==> src/rtl/adc_trig_pkg.sv <==
// Shared types, mode encodings and saturating arithmetic helpers for the
// ADC trigger controller.
package adc_trig_pkg;

    typedef enum logic [1:0] {
        IDLE    = 2'd0,
        PULSE   = 2'd1,
        HOLDOFF = 2'd2
    } state_t;

    localparam logic [1:0] MODE_RISE = 2'b00;
    localparam logic [1:0] MODE_FALL = 2'b01;
    localparam logic [1:0] MODE_BOTH = 2'b10;
    localparam logic [1:0] MODE_OFF  = 2'b11;

    // a + b clamped to the largest w-bit value (w <= 32).
    function automatic logic [31:0] sat_add(input logic [31:0] a,
                                            input logic [31:0] b,
                                            input int unsigned w);
        logic [32:0] sum;
        logic [32:0] max_v;
        sum   = {1'b0, a} + {1'b0, b};
        max_v = (33'd1 << w) - 33'd1;
        return (sum > max_v) ? max_v[31:0] : sum[31:0];
    endfunction

    // a - b clamped at zero.
    function automatic logic [31:0] sat_sub(input logic [31:0] a,
                                            input logic [31:0] b);
        return (b > a) ? 32'd0 : (a - b);
    endfunction

endpackage

==> src/rtl/trig_threshold.sv <==
// Hysteresis window around the trigger level plus the arm/fire compares
// against the current ADC sample; purely combinational.
module trig_threshold
    import adc_trig_pkg::*;
#(
    parameter int unsigned DATA_W = 14
) (
    input  logic [DATA_W-1:0] adc_in,
    input  logic [DATA_W-1:0] trig_level,
    input  logic [DATA_W-1:0] hyst,
    input  logic [1:0]        trig_mode,
    input  logic              arm_r,
    input  logic              arm_f,
    output logic              arm_r_nxt_c,
    output logic              arm_f_nxt_c,
    output logic              rise_c,
    output logic              fall_c
);

    logic [DATA_W-1:0] lo_c;
    logic [DATA_W-1:0] hi_c;
    logic              rise_ok_c;
    logic              fall_ok_c;

    always_comb begin
        lo_c = DATA_W'(sat_sub(32'(trig_level), 32'(hyst)));
        hi_c = DATA_W'(sat_add(32'(trig_level), 32'(hyst), DATA_W));

        rise_ok_c = (trig_mode == MODE_RISE) || (trig_mode == MODE_BOTH);
        fall_ok_c = (trig_mode == MODE_FALL) || (trig_mode == MODE_BOTH);

        // Flags not valid for the current mode drop out on the next update.
        arm_r_nxt_c = rise_ok_c && (arm_r || (adc_in < lo_c));
        arm_f_nxt_c = fall_ok_c && (arm_f || (adc_in > hi_c));

        rise_c = rise_ok_c && arm_r && (adc_in > trig_level);
        fall_c = fall_ok_c && arm_f && (adc_in < trig_level);
    end

endmodule

==> src/rtl/adc_trigger_ctrl.sv <==
// Hysteresis-qualified ADC trigger: edge detect, fixed-length pulse, holdoff,
// software force, latched fire sample and a saturating fire counter.
module adc_trigger_ctrl
    import adc_trig_pkg::*;
#(
    parameter int unsigned DATA_W    = 14,
    parameter int unsigned HOLD_W    = 16,
    parameter int unsigned CNT_W     = 16,
    parameter int unsigned PULSE_LEN = 2
) (
    input  logic              clk,
    input  logic              rst,
    input  logic              enable,
    input  logic [DATA_W-1:0] adc_in,
    input  logic [1:0]        trig_mode,
    input  logic [DATA_W-1:0] trig_level,
    input  logic [DATA_W-1:0] hyst,
    input  logic [HOLD_W-1:0] holdoff,
    input  logic              force_trig,
    input  logic              clr_count,
    output logic              trig_out,
    output logic              trig_dir,
    output logic              trig_forced,
    output logic [DATA_W-1:0] trig_sample,
    output logic [CNT_W-1:0]  trig_count,
    output logic              busy
);

    localparam int unsigned PLS_W = $clog2(PULSE_LEN) + 1;
    localparam int unsigned TMR_W = (HOLD_W > PLS_W) ? HOLD_W : PLS_W;

    state_t             state;
    logic [TMR_W-1:0]   tmr;
    logic               arm_r;
    logic               arm_f;
    logic               arm_r_nxt_c;
    logic               arm_f_nxt_c;
    logic               rise_c;
    logic               fall_c;
    logic               fire_c;

    trig_threshold #(
        .DATA_W (DATA_W)
    ) u_thr (
        .adc_in      (adc_in),
        .trig_level  (trig_level),
        .hyst        (hyst),
        .trig_mode   (trig_mode),
        .arm_r       (arm_r),
        .arm_f       (arm_f),
        .arm_r_nxt_c (arm_r_nxt_c),
        .arm_f_nxt_c (arm_f_nxt_c),
        .rise_c      (rise_c),
        .fall_c      (fall_c)
    );

    assign fire_c = enable && (state == IDLE) && (rise_c || fall_c || force_trig);

    // Trigger FSM; outputs are registered alongside the state.
    always_ff @(posedge clk or posedge rst) begin
        if (rst) begin
            state       <= IDLE;
            tmr         <= '0;
            arm_r       <= 1'b0;
            arm_f       <= 1'b0;
            trig_out    <= 1'b0;
            busy        <= 1'b0;
            trig_dir    <= 1'b0;
            trig_forced <= 1'b0;
            trig_sample <= '0;
        end else if (!enable) begin
            state    <= IDLE;
            tmr      <= '0;
            arm_r    <= 1'b0;
            arm_f    <= 1'b0;
            trig_out <= 1'b0;
            busy     <= 1'b0;
        end else begin
            case (state)
                IDLE: begin
                    if (fire_c) begin
                        state       <= PULSE;
                        tmr         <= TMR_W'(PULSE_LEN - 1);
                        arm_r       <= 1'b0;
                        arm_f       <= 1'b0;
                        trig_out    <= 1'b1;
                        busy        <= 1'b1;
                        trig_sample <= adc_in;
                        trig_dir    <= rise_c;
                        trig_forced <= !(rise_c || fall_c);
                    end else begin
                        arm_r <= arm_r_nxt_c;
                        arm_f <= arm_f_nxt_c;
                    end
                end
                PULSE: begin
                    if (tmr == '0) begin
                        trig_out <= 1'b0;
                        if (holdoff != '0) begin
                            state <= HOLDOFF;
                            tmr   <= TMR_W'(holdoff - HOLD_W'(1));
                        end else begin
                            state <= IDLE;
                            busy  <= 1'b0;
                        end
                    end else begin
                        tmr <= tmr - TMR_W'(1);
                    end
                end
                HOLDOFF: begin
                    if (tmr == '0) begin
                        state <= IDLE;
                        busy  <= 1'b0;
                    end else begin
                        tmr <= tmr - TMR_W'(1);
                    end
                end
                default: begin
                    state    <= IDLE;
                    trig_out <= 1'b0;
                    busy     <= 1'b0;
                end
            endcase
        end
    end

    // Saturating fire counter; a clear that coincides with a fire leaves one.
    always_ff @(posedge clk or posedge rst) begin
        if (rst) begin
            trig_count <= '0;
        end else if (clr_count) begin
            trig_count <= fire_c ? CNT_W'(1) : '0;
        end else if (fire_c && (trig_count != '1)) begin
            trig_count <= trig_count + CNT_W'(1);
        end
    end

endmodule

==> config.mk <==
export PLATFORM = sky130hd
export DESIGN_NAME = adc_trigger_ctrl
export DESIGN_NICKNAME = d
export VERILOG_FILES = /design/src/rtl/adc_trig_pkg.sv /design/src/rtl/trig_threshold.sv /design/src/rtl/adc_trigger_ctrl.sv
export SDC_FILE = /design/constraint.sdc
export NUM_CORES = 1
export LEC_CHECK = 0
export ABC_AREA = 1
export BUFFER_PORTS_ARGS = -buffer_cell sky130_fd_sc_hd__clkbuf_2
export CAP_MARGIN = 10
export CORE_UTILIZATION = 40
export CTS_CLUSTER_SIZE = 14
export DETAILED_ROUTE_END_ITERATION = 10
export HOLD_SLACK_MARGIN = 0.03
export PLACE_DENSITY = 0.71
export SYNTH_ARGS = -nofsm -noshare
export SYNTH_HDL_FRONTEND = slang
export SYNTH_SLANG_ARGS = --single-unit
==> constraint.sdc <==
create_clock -name clk -period 2.33 [get_ports clk]
set_input_delay 0.1165 -clock clk [delete_from_list [all_inputs] [get_ports clk]]
set_output_delay 0.1165 -clock clk [all_outputs]
set_load 0.005 [all_outputs]
==> results of run 1 <==
==> critical path, stage by stage <==
cell and delay (ns):
clkbuf_2 0.09, inv_1 0.10, ha_4 0.23, buf_4 0.16, nor3_4 0.14, nand4_1 0.24
nand3_4 0.16, nand3_2 0.10, nand2_2 0.09, xnor2_2 0.12, nor2_2 0.05, ha_1 0.29
nand2_1 0.06, inv_2 0.08, nand3_4 0.08, nor3_4 0.15, nand2_1 0.09, o2111ai_2 0.07
nand2_1 0.07, nand2_1 0.06, nand2_1 0.04, nand2_1 0.06
==> cells in the final DEF, fill, tap and decap left out, types with 2 or more instances in the layout <==
master,synthesis,routed
nand2_1,289,283
nor2_1,123,114
buf_4,4,113
inv_1,113,100
clkbuf_2,3,96
nand3_1,89,82
ha_1,78,65
dfrtp_1,54,54
o21ai_0,40,35
a21oi_1,42,34
xor2_1,25,25
nor3_1,15,12
o21ai_1,7,12
ha_4,0,12
nor2_2,4,11
inv_2,2,10
nand4_1,10,10
xnor2_1,9,8
nand3_2,3,8
or2_2,8,8
a21oi_2,0,7
nand2_2,1,6
o21bai_1,6,5
a21o_1,5,5
clkbuf_16,0,5
o22ai_1,3,3
nor4_1,3,3
o21ai_2,3,3
nand3b_1,3,3
inv_4,0,3
nand2_4,1,2
nor2_4,0,2
nor3_4,0,2
nand3_4,0,2
a211oi_2,0,2
fa_2,0,2
clkbuf_8,1,2
buf_12,0,2
==> area by class of cell <==
type	count	area (sq um)	area share
Clock buffer	7	153	0.0185
Clock inverter	1	8.76	0.00106
Inverter	116	460	0.0557
Multi-Input combinational cell	785	4670	0.565
Sequential cell	54	1350	0.163
Tap cell	188	235	0.0285
Timing Repair Buffer	214	1390	0.168
==> state kept, by name, indices dropped and copies added (netlist names) <==
register / flops
tmr: 16
trig_count: 16
trig_sample: 14
state: 2
arm_f: 1
arm_r: 1
busy: 1
trig_dir: 1
trig_forced: 1
trig_out: 1
==> worst paths after layout <==
kind                                  endpoint  slack (ns)           start
worst max-delay path                     arm_f       -0.07         hyst[8]
worst min-delay path            trig_sample[7]        0.12       adc_in[7]
worst max register to register         tmr[10]        0.31          tmr[0]
worst min register to register  trig_sample[1]        0.47  trig_sample[1]
max in group asynchronous       trig_count[15]        1.22             rst
min in group asynchronous               tmr[3]        0.43             rst
==> what timing repair did <==
item | in CTS | in global routing
pin swaps | 27 | 10
endpoints found under the hold margin | 27 | 0
buffers inserted | 7 | 1
hold buffers | 1 | 0
endpoints found under the setup margin | 2 | 8
resized for setup | 48 | 16
==> synthesized netlist by cell type, types with 3 or more instances <==
master    count  area share
clkbuf_1      4      0.0024
buf_4         4      0.0048
a21oi_1      42       0.034
o21bai_1      6      0.0072
a211oi_1      3      0.0036
nand2_1     289        0.17
nand4_1      10       0.010
ha_1         78        0.16
xor2_1       25       0.035
xnor2_1       9       0.013
inv_1       113       0.068
nand3b_1      3      0.0036
nand3_1      89       0.072
o22ai_1       3      0.0030
nor2_1      123       0.074
nor2_2        4      0.0040
nor4_1        3      0.0030
a21o_1        5      0.0060
buf_2         7      0.0056
or2_2         8      0.0080
clkbuf_2      3      0.0024
o21ai_2       3      0.0042
o21ai_0      40       0.032
nand3_2       3      0.0048
nor3_1       15       0.012
o21ai_1       7      0.0056
dfrtp_1      54        0.22
==> layer usage <==
metal,track usage,vias to the layer above
met5,0,-
li1,-,3548
met4,0.0882,0
met2,0.414,182
met3,0.0240,37
met1,0.297,3157
==> cells by family (layout without fill, tap and decap cells) <==
logic type | after synthesis | count (layout) | share of synthesized area
fa+ha+maj | 80 | 80 | 0.163
buf+inv | 137 | 338 | 0.0910
compound gates | 117 | 117 | 0.106
simple gates | 554 | 554 | 0.375
flops | 54 | 54 | 0.217
xor+xnor | 34 | 34 | 0.0478
==> power breakdown <==
| part | internal [uW] | switching (uW) |
|---|---|---|
| clock network | 460 | 359 |
| logic | 1820 | 2760 |
| registers | 1220 | 258 |
| total | 3500 | 3370 |
==> metrics by stage <==
stage	hold slack, ns	power [uW]	std cells	setup TNS [ns]	instance area, sq um
2_1_floorplan	0.261	4540	976	-0.0777	6370
3_3_place_gp	0.215	5810	1350	-0.968	7800
3_5_place_dp	0.219	5890	1350	-1.09	7800
4_1_cts	0.123	6820	1364	-0.0402	8200
5_1_grt	0.139	7560	1365	-0.517	8270
6_report	0.123	6880	1365	-0.0743	8270
==> impl_metrics.py, run 1 <==
metrics = {
    "critical_path": {
        "crit_path_start_kind": "primary input",
        "cp.required_ns": 2.57,
        "reg2reg_depth": 11,
        "cp.arrival_ns": 2.65,
        "end_kind": "flip-flop",
        "crit_type": "in2reg",
        "cp_max_fo": 5,
    },
    "global_route": {
        "grt_pass1_vias": 6635,
        "grt_pass1_wl_mm": 30.9,
        "grt_max_degree": 33,
        "grt_usage": 0.235,
        "overflow": 0,
        "grt_antenna_before_repair": 0,
    },
    "timing": {
        "tightest_slew_ns": 0.627,
        "setup_viol": 1,
        "hold_viol": 0,
        "relSlewSlack": 0.581,
        "period_share": 1.03,
        "slew_viol_final": 0,
        "setup_ws_ns": -0.0743,
        "rsz0062_at_grt": "true",
        "skew_ns": 0.0109,
        "max_freq_mhz": 416,
        "fin_crit_ns": 2.40,
    },
    "outcome": {
        "status": "finished, violations left",
        "violations": "setup timing",
    },
    "synthesis": {
        "syn-cell-area_sq_um": 6230,
        "synth_edf_count": 0,
        "ys_ff_latch": 54,
        "synth-seq-area-share": 0.217,
        "synth_nets": 1121,
        "syn_inst": 976,
        "async_flop_share": 1.00,
        "synth_cell_types": 47,
        "ys.flop_type": "dfrtp_1",
        "yosysWarnings": 0,
        "postSynthAreaPerCell_sq_um": 6.38,
    },
    "clock_tree": {
        "clk_latency_ns": 0.30,
        "cts-root-buf": "clkbuf_16",
        "cts_htree_levels": 2,
        "clk_pin_slew_ns": 0.08,
        "cts_buffers": 5,
        "cts.path.max_buffers": 2,
        "cts_tree": "built",
        "cts.sinks": 54,
    },
    "power_and_ir_drop": {
        "powerDensity_nw_per_um2": 832,
        "max-vdd-ir-drop_mv": 0.626,
        "total_leakage_power_uw": 0.00447,
    },
    "placement": {
        "pre_cts_ws_ns": -0.670,
        "hpwl_mm": 15.1,
        "portBuffers": 98,
        "gp_congestion": 0.965,
    },
    "routing": {
        "postRouteAntennaNets": 0,
        "routed.top_layer": "met4",
        "post-route-drc-count": 0,
        "avgRoutedWirePerCell_microns": 13.5,
        "wl_met3_microns": 730,
        "initialDrtViolationCount": 364,
        "wl_met2_mm": 8.83,
        "vias": 6924,
        "wl_mm": 18.5,
        "met1Wirelength_mm": 8.44,
        "via_per_inst": 5.07,
        "firstDrtPassIters": 7,
    },
    "finish": {
        "fin_nets": 1321,
        "final_util": 0.544,
        "fillers": 1535,
        "antenna_cells": 0,
        "syn_to_final_growth_pct": 32.8,
        "layout-drive-gt1-share": 0.265,
    },
    "hold_path": {
        "min_path_type": "in2reg",
        "min_path_cells": 3,
    },
    "die": {
        "start_util": 0.410,
        "io_pins": 99,
        "rows": 45,
        "die_h_microns": 127,
        "die_x_microns": 127,
        "die_area_sq_um": 16100,
        "design.core.area_sq_um": 15200,
    },
    "job": {
        "drv_cap": 0,
    },
}
Note: power is estimated with default switching activity, not from simulation.
==> run 2, diff against run 1 <==
--- a/config.mk
+++ b/config.mk
@@ -5,14 +5,16 @@
 export SDC_FILE = /design/constraint.sdc
 export NUM_CORES = 1
 export LEC_CHECK = 0
-export ABC_AREA = 1
+export ABC_AREA = 0
 export BUFFER_PORTS_ARGS = -buffer_cell sky130_fd_sc_hd__clkbuf_2
 export CAP_MARGIN = 10
+export CELL_PAD_IN_SITES_DETAIL_PLACEMENT = 0
+export CELL_PAD_IN_SITES_GLOBAL_PLACEMENT = 1
 export CORE_UTILIZATION = 40
 export CTS_CLUSTER_SIZE = 14
 export DETAILED_ROUTE_END_ITERATION = 10
 export HOLD_SLACK_MARGIN = 0.03
-export PLACE_DENSITY = 0.71
+export PLACE_DENSITY = 0.88
 export SYNTH_ARGS = -nofsm -noshare
 export SYNTH_HDL_FRONTEND = slang
 export SYNTH_SLANG_ARGS = --single-unit
==> run 2 against run 1 <==
- the flow still finishes with violations (setup timing)
- clock skew shrank 0.0046 ns
- synthesized cell count down 29%
- register-to-register slack got worse by 0.63 ns
- hold slack improved by 0.059 ns
- largest cell class unchanged
==> impl_metrics.py, run 2 <==
metrics = {
    "outcome": {
        "status": "finished, violations left",
        "violations": "setup timing",
    },
    "job": {
        "drv_cap": 0,
    },
    "die": {
        "die_area_sq_um": 14900,
        "io_pins": 99,
        "die_x_microns": 122,
        "design.core.area_sq_um": 13900,
        "rows": 43,
        "die_h_microns": 122,
        "start_util": 0.413,
    },
    "synthesis": {
        "ys.flop_type": "dfrtp_1",
        "yosysTopAreaCell": "dfrtp_1",
        "syn-cell-area_sq_um": 5750,
        "synthMuxAreaShare": 0.0522,
        "yosysWarnings": 0,
        "synth_commonest_cells": "78 x ha_1, 66 x nor2_1, 59 x inv_1",
        "syn_inst": 689,
        "synth_top_family_by_area": "simple AND/OR/NAND/NOR gates",
        "synth_compound_gate_area_share": 0.198,
        "synth_edf_count": 0,
        "async_flop_share": 1.00,
        "synthTopCellsByArea": "dfrtp_1 24%, ha_1 17%, mux2_2 4.5%",
        "yosysMostFrequentCell": "ha_1",
        "synth-xor-area-share": 0.0625,
        "ys_ff_latch": 54,
        "synth_fa_ha_area_frac": 0.177,
        "synth-seq-area-share": 0.235,
        "postSynthAreaPerCell_sq_um": 8.34,
        "synth-simple-area-share": 0.219,
        "synth_top_cell_area_share": 0.235,
        "synth_cell_types": 72,
        "synth_nets": 834,
    },
    "finish": {
        "fin_nets": 1105,
        "fillers": 1215,
        "layout-drive-gt1-share": 0.430,
        "final_common_cell": "buf_4",
        "top_regs": "tmr (16), trig_count (16), trig_sample (14)",
        "stdcell_area_sq_um": 8540,
        "layout_common_cells": "167 x buf_4, 95 x clkbuf_2, 70 x ha_1, 64 x nor2_1",
        "syn_to_final_growth_pct": 48.5,
        "antenna_cells": 0,
    },
    "placement": {
        "pre_cts_ws_ns": -1.51,
        "hpwl_mm": 13.8,
        "portBuffers": 98,
        "placed_area_sq_um": 7720,
        "gp_congestion": 0.916,
    },
    "critical_path": {
        "cpMaxStageDelayCell": "a311oi_1",
        "reg2reg_to": "tmr[15]",
        "reg2reg_depth": 8,
        "end_kind": "flip-flop",
        "ff2ff_setup_slack_ns": -0.32,
        "endpoint": "arm_f",
        "cp.buffers_inverters": 3,
        "crit_path_start_kind": "primary input",
        "crit_type": "in2reg",
        "timing.rr.start": "tmr[8]",
        "cp_max_fo": 3,
        "worstPathCellList": "buf_2 > buf_4 > ha_1 > nand2b_1 > a21oi_1 > o21bai_1 > a211oi_1 > buf_4 > nor2_1 > or3_1 > a311oi_1 > ha_1 > a2111oi_2 > a41oi_1 > o2111ai_1 > o221ai_1",
        "slowest_delay_ns": 0.40,
        "cp.required_ns": 2.50,
        "critPathLaunch": "trig_level[1]",
        "cp.arrival_ns": 3.49,
        "crit_family": "compound AO/OA/AOI/OAI gates",
        "crit_cells": 16,
    },
    "timing": {
        "hold_viol": 0,
        "slew_viol_final": 0,
        "max_freq_mhz": 301,
        "hold-worst-slack_ns": 0.183,
        "fin_crit_ns": 3.32,
        "setup_ws_ns": -0.992,
        "setup_viol": 39,
        "relSlewSlack": 0.564,
        "rsz0062_at_grt": "true",
        "skew_ns": 0.00632,
        "period_share": 1.43,
        "tightest_slew_ns": 0.652,
    },
    "routing": {
        "avgRoutedWirePerCell_microns": 15.7,
        "post-route-drc-count": 0,
        "vias": 6153,
        "initialDrtViolationCount": 311,
        "firstDrtPassIters": 5,
        "postRouteAntennaNets": 0,
        "via_per_inst": 5.39,
        "wl_mm": 17.9,
    },
    "power_and_ir_drop": {
        "max-vdd-ir-drop_mv": 0.517,
        "totalPowerFinal_uw": 6810,
        "powerDensity_nw_per_um2": 798,
        "total_leakage_power_uw": 0.00416,
    },
    "clock_tree": {
        "clk_latency_ns": 0.30,
        "cts.path.max_buffers": 2,
        "cts-root-buf": "clkbuf_16",
        "cts.sinks": 54,
        "clk_pin_slew_ns": 0.07,
        "cts_buffers": 5,
        "cts_htree_levels": 2,
        "cts_tree": "built",
    },
    "global_route": {
        "grt_util_met1": 0.337,
        "grt_max_degree": 30,
        "grt.met2_usage": 0.392,
        "grt_antenna_before_repair": 0,
        "busiest_layer": "met2",
        "use_met3": 0.0304,
        "grt_usage": 0.241,
        "overflow": 0,
        "grt_pass1_vias": 5942,
        "grt_pass1_wl_mm": 28.4,
    },
    "hold_path": {
        "min_path_type": "in2reg",
    },
}
[run 2: changes by cell type in the layout (fill, tap and decap cells not counted), moves of 12 or more]
| cell | before | now |
|---|---|---|
| buf_4 | 113 | 167 |
| buf_6 | 0 | 14 |
| inv_1 | 100 | 54 |
| mux2_2 | 0 | 20 |
| nand2_1 | 283 | 45 |
| nand2b_1 | 0 | 12 |
| nand3_1 | 82 | 21 |
| nor2_1 | 114 | 64 |
| nor2b_1 | 0 | 12 |
| o21ai_0 | 35 | 11 |
| xnor2_1 | 8 | 29 |
| xor2_1 | 25 | 12 |
[run 2: report_power, final]
part	switching, uW	internal (uW)	total (uW)	leakage, uW
Sequential	170	1160	1330	0.000711
Combinational	2320	2420	4730	0.00338
Clock	345	400	744	0.0000708
Total	2830	3980	6810	0.00416
[run 2: cells by family (layout without fill, tap and decap cells)]
group,Yosys count,count (layout)
muxes,27,27
AOI/OAI and AO/OA,162,162
DFF,54,54
adders and majority gates,80,80
buffers and inverters,79,350
and+or+nand+nor,246,247
xor gates and xnor gates,41,41
[run 2: worst register-to-register path, cell delays in order (launching register included)]
cell       delay [ns]
dfrtp_1          0.38
or4_4            0.54
or4b_4           0.55
nand4bb_4        0.25
a21oi_4          0.22
buf_6            0.15
buf_12           0.14
o22ai_2          0.10
a22o_4           0.23
[run 2: worst min-delay path by stage]
stage          startpoint         endpoint  slack (ns)  cells past startpoint
2_1_floorplan  adc_in[10]  trig_sample[10]        0.27                      1
3_3_place_gp          rst    trig_count[5]        0.24                      2
3_5_place_dp          rst    trig_count[3]        0.23                      2
4_1_cts        force_trig      trig_forced        0.17                      3
5_1_grt         adc_in[0]   trig_sample[0]        0.19                      3
6_report        adc_in[0]   trig_sample[0]        0.18                      3
[run 2: timing repair]
action / in CTS / in global routing
gates resized for setup: 49 / 58
hold buffers: 1 / 0
buffers inserted: 13 / 6
endpoints found under the setup margin: 34 / 48
cloned: 1 / 1
endpoints found under the hold margin: 28 / 0
pin swaps: 34 / 53
[run 2: area by class of cell]
class,count,area [sq um],share of cell area
clock buffers,6,129,0.0151
clock inverters,2,13.8,0.00161
inverters,59,224,0.0262
multi-input cells,557,4600,0.539
flip-flops and latches,54,1350,0.158
well taps,180,225,0.0264
repair buffers,283,2000,0.234
[run 2: layer usage]
layer	vias up	share of wire	wire, microns
met5	-	0	0
met4	0	0.016	289
met3	21	0.047	847
met2	164	0.46	8270
met1	2909	0.47	8460
li1	3059	-	-
[run 2: per-stage QoR]
| stage | util | setup TNS, ns | cells |
|---|---|---|---|
| 2_1_floorplan | - | -5.77 | 689 |
| 3_3_place_gp | 0.554 | -15.99 | 1112 |
| 3_5_place_dp | 0.554 | -15.86 | 1112 |
| 4_1_cts | 0.588 | -6.19 | 1135 |
| 5_1_grt | 0.613 | -11.34 | 1141 |
| 6_report | 0.613 | -7.40 | 1141 |
